$ cat src/rtl/video_pkg.sv
// -----------------------------------------------------------------------------
// video_pkg
// Shared definitions for the video output generator and the video input reader:
// default raster geometry, counter width and the run/idle state encoding.
// -----------------------------------------------------------------------------
package video_pkg;

  // Default raster: 640x480 active, 160 blanking cycles per line and
  // 40 blanking lines per frame (800 x 520 total).
  localparam int WIDTH_DEF  = 640;
  localparam int HEIGHT_DEF = 480;
  localparam int LSYNC_DEF  = 160;
  localparam int FSYNC_DEF  = 40;

  // Raster position counters are 10 bits wide (covers 0..799 and 0..519).
  localparam int CNT_W = 10;

  typedef enum logic {
    ST_IDLE = 1'b0,
    ST_RUN  = 1'b1
  } video_state_e;

endpackage

$ cat src/rtl/video_out_timing.sv
// -----------------------------------------------------------------------------
// video_out_timing
// Run/idle controller and raster position counters for the video output path.
//
// Ports:
//   clk        - clock, rising edge
//   nRST       - asynchronous active-low reset
//   en         - frame generation enable
//   fifo_empty - pixel FIFO empty flag (a frame only starts with data ready)
//   run        - high while a frame is being generated
//   h_cnt      - pixel position in the line, 0..p_WIDTH+p_LSYNC-1
//   v_cnt      - line position in the frame, 0..p_HEIGHT+p_FSYNC-1
// -----------------------------------------------------------------------------
module video_out_timing
  import video_pkg::*;
#(
  parameter int p_WIDTH  = WIDTH_DEF,
  parameter int p_HEIGHT = HEIGHT_DEF,
  parameter int p_LSYNC  = LSYNC_DEF,
  parameter int p_FSYNC  = FSYNC_DEF
) (
  input  logic             clk,
  input  logic             nRST,
  input  logic             en,
  input  logic             fifo_empty,
  output logic             run,
  output logic [CNT_W-1:0] h_cnt,
  output logic [CNT_W-1:0] v_cnt
);

  localparam logic [CNT_W-1:0] H_LAST = CNT_W'(p_WIDTH + p_LSYNC - 1);
  localparam logic [CNT_W-1:0] V_LAST = CNT_W'(p_HEIGHT + p_FSYNC - 1);

  video_state_e state;
  video_state_e next_state;
  logic         line_end;
  logic         frame_end;

  assign line_end  = (h_cnt == H_LAST);
  assign frame_end = line_end && (v_cnt == V_LAST);
  assign run       = (state == ST_RUN);

  always_ff @(posedge clk or negedge nRST) begin
    if (!nRST) begin
      state <= ST_IDLE;
    end else begin
      // NOTE: sequential state uses non-blocking assignments so every
      // register samples the pre-edge values of the others.
      state <= next_state;
    end
  end

  // en is only consulted on the final cycle of a frame, so dropping it
  // mid-frame lets the current frame finish.
  always_comb begin
    // NOTE: default first so every path assigns next_state and no latch forms.
    next_state = state;
    case (state)
      ST_IDLE: if (en && !fifo_empty) next_state = ST_RUN;
      ST_RUN:  if (frame_end && !en)  next_state = ST_IDLE;
      default: next_state = ST_IDLE;
    endcase
  end

  always_ff @(posedge clk or negedge nRST) begin
    if (!nRST) begin
      h_cnt <= '0;
      v_cnt <= '0;
    end else if (state != ST_RUN) begin
      h_cnt <= '0;
      v_cnt <= '0;
    end else if (line_end) begin
      h_cnt <= '0;
      v_cnt <= (v_cnt == V_LAST) ? '0 : v_cnt + 1'b1;
    end else begin
      h_cnt <= h_cnt + 1'b1;
    end
  end

endmodule

$ cat src/rtl/video_out_gen.sv
// -----------------------------------------------------------------------------
// video_out_gen
// Streams 32-bit words from a show-ahead FIFO out as a raster of 8-bit pixels,
// four pixels per word (most significant byte first), with line/frame valid
// strobes and a sticky underflow flag.
//
// Ports:
//   clk         - clock, rising edge
//   nRST        - asynchronous active-low reset
//   en          - frame generation enable
//   fifo_data   - FIFO head word, valid while fifo_empty is low
//   fifo_empty  - FIFO empty flag
//   fifo_r_e    - FIFO pop (combinational), one word per asserted cycle
//   pixel_out   - registered pixel byte, zero outside active pixels
//   line_valid  - registered, high on active pixels
//   frame_valid - registered, high during active lines incl. their blanking
//   underflow   - registered, sticky until reset: a group start found no data
// -----------------------------------------------------------------------------
module video_out_gen
  import video_pkg::*;
#(
  parameter int p_WIDTH  = WIDTH_DEF,
  parameter int p_HEIGHT = HEIGHT_DEF,
  parameter int p_LSYNC  = LSYNC_DEF,
  parameter int p_FSYNC  = FSYNC_DEF
) (
  input  logic        clk,
  input  logic        nRST,
  input  logic        en,
  input  logic [31:0] fifo_data,
  input  logic        fifo_empty,
  output logic        fifo_r_e,
  output logic [7:0]  pixel_out,
  output logic        line_valid,
  output logic        frame_valid,
  output logic        underflow
);

  localparam logic [CNT_W-1:0] H_ACT = CNT_W'(p_WIDTH);
  localparam logic [CNT_W-1:0] V_ACT = CNT_W'(p_HEIGHT);

  logic             run;
  logic [CNT_W-1:0] h_cnt;
  logic [CNT_W-1:0] v_cnt;
  logic             in_frame;
  logic             active;
  logic             group_start;
  logic [23:0]      stored;

  video_out_timing #(
    .p_WIDTH  (p_WIDTH),
    .p_HEIGHT (p_HEIGHT),
    .p_LSYNC  (p_LSYNC),
    .p_FSYNC  (p_FSYNC)
  ) u_timing (
    .clk        (clk),
    .nRST       (nRST),
    .en         (en),
    .fifo_empty (fifo_empty),
    .run        (run),
    .h_cnt      (h_cnt),
    .v_cnt      (v_cnt)
  );

  assign in_frame    = run && (v_cnt < V_ACT);
  assign active      = in_frame && (h_cnt < H_ACT);
  assign group_start = active && (h_cnt[1:0] == 2'd0);
  // Run state is cleared asynchronously by nRST, so no pop can leak out
  // while reset is held.
  assign fifo_r_e    = group_start && !fifo_empty;

  always_ff @(posedge clk or negedge nRST) begin
    if (!nRST) begin
      // NOTE: the stored word is reset too so a reset mid-group can never
      // replay stale bytes from an abandoned frame.
      pixel_out   <= '0;
      line_valid  <= 1'b0;
      frame_valid <= 1'b0;
      underflow   <= 1'b0;
      stored      <= '0;
    end else begin
      line_valid  <= active;
      frame_valid <= in_frame;
      if (group_start) begin
        if (!fifo_empty) begin
          pixel_out <= fifo_data[31:24];
          stored    <= fifo_data[23:0];
        end else begin
          // Starved group: emit four zero pixels, raster timing untouched.
          pixel_out <= '0;
          stored    <= '0;
          underflow <= 1'b1;
        end
      end else if (active) begin
        case (h_cnt[1:0])
          2'd1:    pixel_out <= stored[23:16];
          2'd2:    pixel_out <= stored[15:8];
          default: pixel_out <= stored[7:0];
        endcase
      end else begin
        pixel_out <= '0;
      end
    end
  end

endmodule

$ cat config.mk
export PLATFORM = sky130hd
export DESIGN_NAME = video_out_gen
export DESIGN_NICKNAME = d
export VERILOG_FILES = /design/src/rtl/video_pkg.sv /design/src/rtl/video_out_timing.sv /design/src/rtl/video_out_gen.sv
export SDC_FILE = /design/constraint.sdc
export NUM_CORES = 1
export LEC_CHECK = 0
export CAP_MARGIN = 20
export CORE_UTILIZATION = 52
export DETAILED_ROUTE_END_ITERATION = 10
export PLACE_DENSITY_LB_ADDON = 0.25
export SETUP_SLACK_MARGIN = 0.3
export SLEW_MARGIN = 20
export SYNTH_ARGS = -nofsm -noshare
export SYNTH_HDL_FRONTEND = slang
export SYNTH_SLANG_ARGS = --single-unit
export TNS_END_PERCENT = 20
$ cat constraint.sdc
create_clock -name clk -period 2.15 [get_ports clk]
set_input_delay 0.43 -clock clk [delete_from_list [all_inputs] [get_ports clk]]
set_output_delay 0.43 -clock clk [all_outputs]
set_load 0.01 [all_outputs]
==> flow_metrics.env <==
export IMPL_grtUsageMet2_pct=32.1
export IMPL_drv_cap=0
export IMPL_netlist_instances=218
export IMPL_hp_class="in2async"
export IMPL_synth_cell_types=44
export IMPL_relSlewSlack_pct=74.8
export IMPL_viasPerCell=5.77
export IMPL_synth_xor_area_share_pct=2.73
export IMPL_die_x_um=72.2
export IMPL_cp_arrival_ns=1.36
export IMPL_firstDrtPassIters=4
export IMPL_cts_htree_levels=2
export IMPL_io_buffer_count=47
export IMPL_met3_usage_pct=4.72
export IMPL_regArea_um2=1400
export IMPL_busiest_layer="met1"
export IMPL_end_kind="output pin"
export IMPL_finClkSkew_ns=0.00764
export IMPL_rsz0062_at_grt="yes"
export IMPL_grt_max_degree=57
export IMPL_overflow=0
export IMPL_synth_compound_area_share_pct=21.7
export IMPL_syn_area_um2=2560
export IMPL_final_layout_size_suffix_gt1_share_pct=13.0
export IMPL_antenna_found_initial=0
export IMPL_drt_iter0_markers=100
export IMPL_fmax_ghz=0.559
export IMPL_drtAntennaViolNets=0
export IMPL_dr_total_vias=1940
export IMPL_die_area_um2=5210
export IMPL_r2r_slack_ns=0.44
export IMPL_start_kind="flop"
export IMPL_worstMarginPinSlew_ns=0.378
export IMPL_clkTransAtPathRegs_ns=0.09
export IMPL_cts_tree="yes"
export IMPL_synth_simple_area_share_pct=13.8
export IMPL_synthMuxAreaShare_pct=0.439
export IMPL_final_cell_mix="dfrtp_1 (56), clkdlybuf4s50_1 (45), a22o_1 (25)"
export IMPL_leakage_nw=1.38
export IMPL_wl_per_cell_um=16.0
export IMPL_place_ws_ns=0.0931
export IMPL_vdd_drop_max_v=0.000315
export IMPL_clock_sinks=56
export IMPL_syn_nets=259
export IMPL_slew_viol_final=0
export IMPL_finalHoldViolations=0
export IMPL_setup_slack_ns=0.362
export IMPL_root_buffer="clkbuf_8"
export IMPL_start_util_pct=54.3
export IMPL_met1_usage_pct=33.9
export IMPL_rows=25
export IMPL_globalplace_congestion=0.767
export IMPL_final_core_util_pct=68.3
export IMPL_grt_use_total_pct=22.3
export IMPL_grt_pass1_wl_mm=8.94
export IMPL_setup_violations=0
export IMPL_final_nets=309
export IMPL_outcome="complete, no violations"
export IMPL_fillers=349
export IMPL_ys_ff_latch=56
export IMPL_finalCriticalPeriod_ns=1.79
export IMPL_area_growth_pct=26.0
export IMPL_ios=48
export IMPL_syn_avg_cell_area_um2=11.8
export IMPL_setup_tns_final_ns=0
export IMPL_min_period_over_period_pct=83.1
export IMPL_diodes=0
export IMPL_dieHeight_um=72.2
export IMPL_synthAdderAreaFrac_pct=2.44
export IMPL_core_area_um2=4720
export IMPL_drcViolationCount=0
export IMPL_hpwlAfterDp_mm=3.56
export IMPL_numCtsBuffers=5
export IMPL_worstPathMaxFanout=4
export IMPL_grt_pass1_vias=1832
export IMPL_synth_top_family_by_area="compound AO/OA/AOI/OAI gates"
export IMPL_clk_path_buf_depth=2
export IMPL_drt_total_wl_mm=5.38
export IMPL_clock_latency_ns=0.31
export IMPL_crit_required_ns=1.72
export IMPL_critPathKind="reg2out"
export IMPL_yosys_warnings=0
export IMPL_power_density_nw_per_um2=563
export IMPL_final_common_cell="dfrtp_1"
export IMPL_ys_seq_area_share_pct=54.7
export IMPL_multi_input_area_um2=1090
[worst max-delay path, cell delays in order, from the launching register on]
cell	delay (ns)
dfrtp_1	0.42
inv_1	0.10
ha_2	0.20
nand4_4	0.09
nor2_4	0.10
buf_2	0.14
[power breakdown]
| group | leakage, nW | internal [W] | total, W | switching [W] |
|---|---|---|---|---|
| Combinational | 0.623 | 0.0000960 | 0.000150 | 0.0000539 |
| Sequential | 0.712 | 0.00108 | 0.00110 | 0.0000148 |
| Clock | 0.0414 | 0.000232 | 0.000569 | 0.000337 |
[timing repair]
action | CTS | global route
hold buffers | 0 | 0
pin swaps | 0 | 0
setup endpoints to repair | 2 | 9
resized for setup | 4 | 8
buffers inserted | 3 | 0
[per-stage QoR]
step                      power (W)  hold WS, ns  instance area (um2)  instances
final                       0.00182       0.0995                 3230        336
after global routing        0.00189        0.127                 3230        336
after CTS                   0.00183        0.107                 3190        336
after detailed placement    0.00127        0.448                 3090        325
after global placement      0.00127        0.449                 3090        325
after floorplan             0.00115        0.134                 2560        218
[path summary, 6_finish.rpt]
path | start | end | depth (start not counted)
min reg2reg | underflow | underflow | 1
min | nRST | u_timing.h_cnt[6] | 2
max reg2reg | u_timing.h_cnt[0] | u_timing.v_cnt[9] | 5
max in group asynchronous | nRST | u_timing.v_cnt[9] | 2
min in group clk | underflow | underflow | 1
max | u_timing.h_cnt[0] | fifo_r_e | 5
[cells in the mapped netlist (all sizes together)]
cell type / count / share of area (%)
o21bai: 1 / 0.29
a21o: 1 / 0.29
clkbuf: 5 / 0.73
nor4: 1 / 0.24
and3: 5 / 1.3
buf: 9 / 2.7
a22oi: 8 / 2.3
or3: 1 / 0.29
ha: 5 / 2.4
o211ai: 5 / 1.5
o21ai: 11 / 2.1
a31o: 1 / 0.34
nand2: 13 / 1.9
nand2b: 2 / 0.78
dfrtp: 56 / 55
xnor2: 4 / 1.4
nor2: 9 / 1.6
nor4b: 3 / 2.2
xor2: 4 / 1.4
nand3: 8 / 1.8
nand4: 4 / 1.2
o31ai: 8 / 2.3
or2: 1 / 0.24
and4: 1 / 0.34
o2bb2ai: 8 / 2.7
a22o: 25 / 8.5
a21oi: 2 / 0.39
a41o: 1 / 0.39
nor3: 6 / 1.2
and2: 1 / 0.24
a32o: 1 / 0.39
mux2: 1 / 0.44
and2b: 1 / 0.29
inv: 5 / 0.73
nor2b: 1 / 0.24
[layout make-up]
cell class	instances	share of cell area (%)
Tap cell	67	2.60
Multi-Input combinational cell	143	33.7
Inverter	5	0.581
Timing Repair Buffer	57	17.0
Clock buffer	6	2.25
Sequential cell	56	43.4
Clock inverter	2	0.504
[layer usage]
metal / vias up / part of all wire, % / wire [um]
met3: 5 / 5.5 / 296
li1: 913 / - / -
met5: - / 0 / 0
met4: 0 / 0.99 / 53
met2: 51 / 46 / 2480
met1: 971 / 47 / 2550
[sequential cells by signal, indices dropped and copies added, names as in the netlist]
| signal | count |
|---|---|
| line_valid | 1 |
| u_timing.v_cnt | 10 |
| pixel_out | 8 |
| u_timing.h_cnt | 10 |
| underflow | 1 |
| frame_valid | 1 |
| stored | 24 |
| u_timing.run | 1 |
[cells by family after synthesis]
logic type,Yosys count
buffers and inverters,19
and+or+nand+nor,57
adders and majority gates,5
DFF,56
AOI/OAI and AO/OA,72
xor gates and xnor gates,8
muxes,1
Power figures use the tool's default switching activity.
